File: src/rtl/apb_slave_mem.sv
// APB3 completer backed by a word-addressed register memory, with a programmable
// number of wait states, pslverr on illegal addresses and a saturating error counter.
module apb_slave_mem #(
  parameter int ADDR_WIDTH = 8,
  parameter int DATA_WIDTH = 32,
  parameter int DEPTH      = 16,
  parameter int WAIT_W     = 4,
  parameter int ERRCNT_W   = 8
) (
  input  logic                  pclk,
  input  logic                  preset_n,
  input  logic                  pselx,
  input  logic                  penable,
  input  logic                  pwrite,
  input  logic [ADDR_WIDTH-1:0] paddr,
  input  logic [DATA_WIDTH-1:0] pwdata,
  input  logic [WAIT_W-1:0]     wait_cfg_i,
  output logic                  pready,
  output logic                  pslverr,
  output logic [DATA_WIDTH-1:0] prdata,
  output logic [ERRCNT_W-1:0]   err_cnt_o
);

  localparam int IDX_W = (DEPTH > 1) ? $clog2(DEPTH) : 1;

  typedef enum logic {S_IDLE, S_ACCESS} state_t;

  // Handshake: a transfer starts on a setup cycle (pselx=1, penable=0) seen in
  // IDLE and ends on the single cycle where pready=1; pselx=0 before that aborts.
  state_t                r_state;
  state_t                w_state_nxt;
  logic                  r_write;
  logic                  r_err;
  logic [IDX_W-1:0]      r_idx;
  logic [DATA_WIDTH-1:0] r_wdata;
  logic [WAIT_W-1:0]     r_wait;
  logic                  r_pready;
  logic                  r_pslverr;
  logic [DATA_WIDTH-1:0] r_prdata;
  logic [ERRCNT_W-1:0]   r_err_cnt;
  logic [DATA_WIDTH-1:0] r_mem [DEPTH];

  logic                  w_setup;
  logic                  w_in_err;
  logic [IDX_W-1:0]      w_in_idx;
  logic                  w_raise;
  logic                  w_done;
  logic                  w_sel_err;
  logic [IDX_W-1:0]      w_sel_idx;
  logic                  w_sel_rd;

  assign w_setup  = pselx && !penable;
  assign w_in_err = (paddr[1:0] != 2'b00) || (32'(paddr[ADDR_WIDTH-1:2]) >= DEPTH);
  assign w_in_idx = paddr[IDX_W+1:2];

  // A zero-wait transfer raises pready on the setup edge, before anything is
  // latched, so the completion source comes straight from the bus in IDLE.
  assign w_sel_err = (r_state == S_IDLE) ? w_in_err : r_err;
  assign w_sel_idx = (r_state == S_IDLE) ? w_in_idx : r_idx;
  assign w_sel_rd  = (r_state == S_IDLE) ? !pwrite  : !r_write;

  always_ff @(posedge pclk or negedge preset_n) begin
    if (!preset_n) r_state <= S_IDLE;
    else           r_state <= w_state_nxt;
  end

  always_comb begin
    w_state_nxt = r_state;
    w_raise     = 1'b0;
    w_done      = 1'b0;
    case (r_state)
      S_IDLE: begin
        if (w_setup) begin
          w_state_nxt = S_ACCESS;
          w_raise     = (wait_cfg_i == '0);
        end
      end
      S_ACCESS: begin
        if (r_pready) begin
          w_state_nxt = S_IDLE;
          w_done      = 1'b1;
        end else if (!pselx) begin
          w_state_nxt = S_IDLE;
        end else begin
          w_raise = (r_wait == WAIT_W'(1));
        end
      end
      default: w_state_nxt = S_IDLE;
    endcase
  end

  always_ff @(posedge pclk or negedge preset_n) begin
    if (!preset_n) begin
      r_write   <= 1'b0;
      r_err     <= 1'b0;
      r_idx     <= '0;
      r_wdata   <= '0;
      r_wait    <= '0;
      r_pready  <= 1'b0;
      r_pslverr <= 1'b0;
      r_prdata  <= '0;
      r_err_cnt <= '0;
      for (int i = 0; i < DEPTH; i++) r_mem[i] <= '0;
    end else begin
      r_pready  <= w_raise;
      r_pslverr <= w_raise && w_sel_err;
      if (w_raise && w_sel_rd) r_prdata <= w_sel_err ? '0 : r_mem[w_sel_idx];

      if (r_state == S_IDLE && w_setup) begin
        r_write <= pwrite;
        r_err   <= w_in_err;
        r_idx   <= w_in_idx;
        r_wdata <= pwdata;
        r_wait  <= wait_cfg_i;
      end else if (r_state == S_ACCESS && !r_pready && pselx && r_wait != '0) begin
        r_wait <= r_wait - 1'b1;
      end

      if (w_done && r_write && !r_err) r_mem[r_idx] <= r_wdata;
      if (w_done && r_err && r_err_cnt != '1) r_err_cnt <= r_err_cnt + 1'b1;
    end
  end

  assign pready    = r_pready;
  assign pslverr   = r_pslverr;
  assign prdata    = r_prdata;
  assign err_cnt_o = r_err_cnt;

endmodule

File: config.mk
export PLATFORM = sky130hd
export DESIGN_NAME = apb_slave_mem
export DESIGN_NICKNAME = d
export VERILOG_FILES = /design/src/rtl/apb_slave_mem.sv
export SDC_FILE = /design/constraint.sdc
export NUM_CORES = 1
export LEC_CHECK = 0
export ABC_CLOCK_PERIOD_IN_PS = 6100
export BUFFER_PORTS_ARGS = -buffer_cell sky130_fd_sc_hd__buf_4
export CORE_MARGIN = 4
export CORE_UTILIZATION = 50
export DETAILED_ROUTE_END_ITERATION = 6
export PLACE_DENSITY_LB_ADDON = 0.3
export SLEW_MARGIN = 30
export SYNTH_ARGS = -nofsm -noshare
export SYNTH_HDL_FRONTEND = slang
export SYNTH_SLANG_ARGS = --single-unit
export TNS_END_PERCENT = 1
File: constraint.sdc
create_clock -name pclk -period 6.1 [get_ports pclk]
set_input_delay 0.305 -clock pclk [delete_from_list [all_inputs] [get_ports pclk]]
set_output_delay 0.305 -clock pclk [all_outputs]
set_load 0.005 [all_outputs]
==> flow_summary_export.csv <==
group,metric,value,unit
placement,gp_congestion,0.8290,
clock_network,cts_buffers,61,
routing,drt-initial-drc-count,1674,
sta,setup_ws,2646,ps
placement,io_buffers,90,
sta,holdWs,36.78,ps
layout,multi_input_area,11520,um2
sta,fin_setup_tns,0,ps
global_route,globalRoute.totalOverflow,0,
sta,finalCriticalPeriod,3454,ps
global_route,grt_pass1_vias,18850,
global_route,grt_antenna_before_repair,0,
power_and_ir_drop,totalPowerFinal,9.265,mW
routing,drc_errors,3,
sta,hold_viol,0,
setup_path,path_class,"flip-flop to flip-flop",
floorplan,die_y,241.1,um
clock_network,clockBufferDepth,3,
setup_path,crit_path_end_kind,"flip-flop",
synthesis,ys_warn_count,0,
sta,tightest_slew,975.9,ps
floorplan,die_area,58150,um2
clock_network,cts.htree.levels,2,
global_route,grt_pass1_wl,111.4,mm
setup_path,critPathMaxFanout,91,
synthesis,synth-seq-cells,597,
synthesis,synth_edf_count,0,
floorplan,rows,85,
clock_network,root_buffer,"clkbuf_16",
clock_network,post_cts_buffers,0,
synthesis,syn-num-nets,2295,
floorplan,die_x,241.1,um
sta,setup_viol,0,
sta,clock.fmax,0.2896,GHz
sta,maxSlewHeadroom,34.69,%
layout,seq_area,14940,um2
synthesis,syn-cell-area,27180,um2
floorplan,coreArea,53810,um2
floorplan,pin_count,91,
clock_network,clk_latency,630,ps
clock_network,cts.clk_slew.worst_paths,60,ps
power_and_ir_drop,vdd_drop_max,0.0002419,V
routing,postRouteAntennaNets,0,
placement,dp.cells,2880,
run_status,status,"complete, but fails checks",
power_and_ir_drop,powerDensity,300.6,nW/um2
layout,final_cells,3032,
layout,nets,2340,
routing,drt_wl_total,72.25,mm
sta,period_share,56.62,%
flow_run,maxCapViolCount,0,
routing,vias,18670,
setup_path,cp-start-kind,"flip-flop",
layout,final_cell_mix,"dfrtp_1, mux2_2, nand2_1",
layout,layout_commonest_cell,"dfrtp_1",
routing,wl_per_cell,23.83,um
global_route,grt_max_degree,161,
clock_network,post_cts_resized,0,
placement,dp_hpwl,41.24,mm
synthesis,synth.yosys.seq_area_share,54.97,%
sta,finClkSkew,23.40,ps
synthesis,synthCells,2243,
min_path,hold_path_class,"primary input to flip-flop",
sta,rsz0062_at_grt,"no",
sta,finalMaxSlewViolations,0,
synthesis,synthFlopType,"dfrtp_1",
synthesis,synth.avg_cell_area,12.12,um2
setup_path,arrival,3910,ps
layout,drive_gt1_share,34.55,%
placement,dp_slack,2520,ps
global_route,track_usage,24.77,%
routing,routed_via_density,6.158,
power_and_ir_drop,p_leak,14.79,nW
placement,postPlaceCellArea,28330,um2
layout,area_delta_synth_final,13.42,%
clock_network,clock_sinks,597,
layout,fill_cells,4314,
layout,fin_area,30820,um2
synthesis,ys_types,61,
layout,diodes,0,
routing,dr.pass1.iters,7,
setup_path,crit_required,6560,ps
clock_network,cts_tree,"built",
run_status,violations,"design-rule violations",
synthesis,synth-async-reset-ratio,100.0,%
floorplan,start_util,50.50,%
layout,utilization,57.28,%
==> critical path, stage by stage (launching register included) <==
cell and delay [ps]:
dfrtp_1 810, mux2_8 800, nor2_2 290, a221o_1 370, a2111oi_0 760, o41ai_1 210
==> metal layers <==
| layer | vias up | wire (um) | track usage [%] |
|---|---|---|---|
| li1 | 8157 | - | - |
| met1 | 9732 | 31720 | 35.04 |
| met2 | 634 | 33840 | 39.08 |
| met3 | 147 | 4152 | 3.942 |
| met4 | 0 | 2530 | 9.268 |
| met5 | - | 0 | 0.1638 |
==> flip-flops by register name, indices dropped and copies added, names as in the netlist <==
name,count
r_mem,512
prdata,32
r_write,1
r_idx,4
r_wdata,32
r_wait,4
pslverr,1
r_err,1
r_state,1
err_cnt_o,8
pready,1
==> power by group <==
part | switching, mW | internal (mW)
logic | 0.713 | 0.372
clock network | 1.55 | 2.24
registers | 0.341 | 4.05
==> Yosys cell counts (3+ instances only) <==
master | n | area share, %
dfrtp_1 | 597 | 55
mux2_2 | 501 | 21
nand2_1 | 283 | 3.9
a21oi_1 | 197 | 3.6
nor2_1 | 96 | 1.3
buf_2 | 94 | 1.7
clkbuf_1 | 69 | 0.95
o21ai_0 | 58 | 1.1
o22ai_1 | 45 | 1.0
a211oi_1 | 40 | 1.1
mux2_4 | 31 | 1.7
a222oi_1 | 22 | 0.81
a22o_1 | 21 | 0.68
mux2_1 | 21 | 0.87
a31oi_1 | 20 | 0.46
mux4_2 | 12 | 0.99
buf_1 | 10 | 0.14
a2111oi_0 | 9 | 0.29
a221o_1 | 9 | 0.33
and3_1 | 9 | 0.21
o41ai_1 | 9 | 0.29
nand3_1 | 8 | 0.15
o31a_1 | 8 | 0.26
buf_4 | 6 | 0.17
inv_1 | 6 | 0.083
buf_6 | 5 | 0.21
xnor2_1 | 5 | 0.16
ha_1 | 3 | 0.14
nand2b_1 | 3 | 0.069
nor3_1 | 3 | 0.055
xor2_1 | 3 | 0.097
==> worst paths after layout <==
check	from	to	slack [ps]	depth (start not counted)
worst max-delay path	r_idx[0]	prdata[29]	2650	5
worst min-delay path	paddr[4]	r_idx[2]	40	2
worst max register to register	r_idx[0]	prdata[29]	2650	5
worst min register to register	r_mem[508]	r_mem[508]	480	1
max in group asynchronous	preset_n	r_state	4170	4
min in group asynchronous	preset_n	r_mem[139]	150	2
==> area by class of cell <==
| cell class | instances | share of cell area [%] |
|---|---|---|
| multi-input combinational | 1455 | 37.37 |
| clock inverter | 23 | 0.8200 |
| inverter | 7 | 0.08524 |
| sequential | 597 | 48.48 |
| clock buffer | 88 | 5.809 |
| tap | 696 | 2.825 |
| timing repair buffer | 166 | 4.607 |
==> cell families after synthesis <==
kind of cell,share of synthesized area [%]
and+or+nand+nor,6.266
buffers and inverters,3.292
AOI/OAI and AO/OA,10.45
DFF,54.97
adders and majority gates,0.1381
xor gates and xnor gates,0.2578
muxes,24.63
==> repair_timing <==
action                                  CTS  global route
endpoints found under the setup margin    0             0
endpoints found under the hold margin   155             0
hold buffers                             39             0
Note: power is estimated with default switching activity, not from simulation.
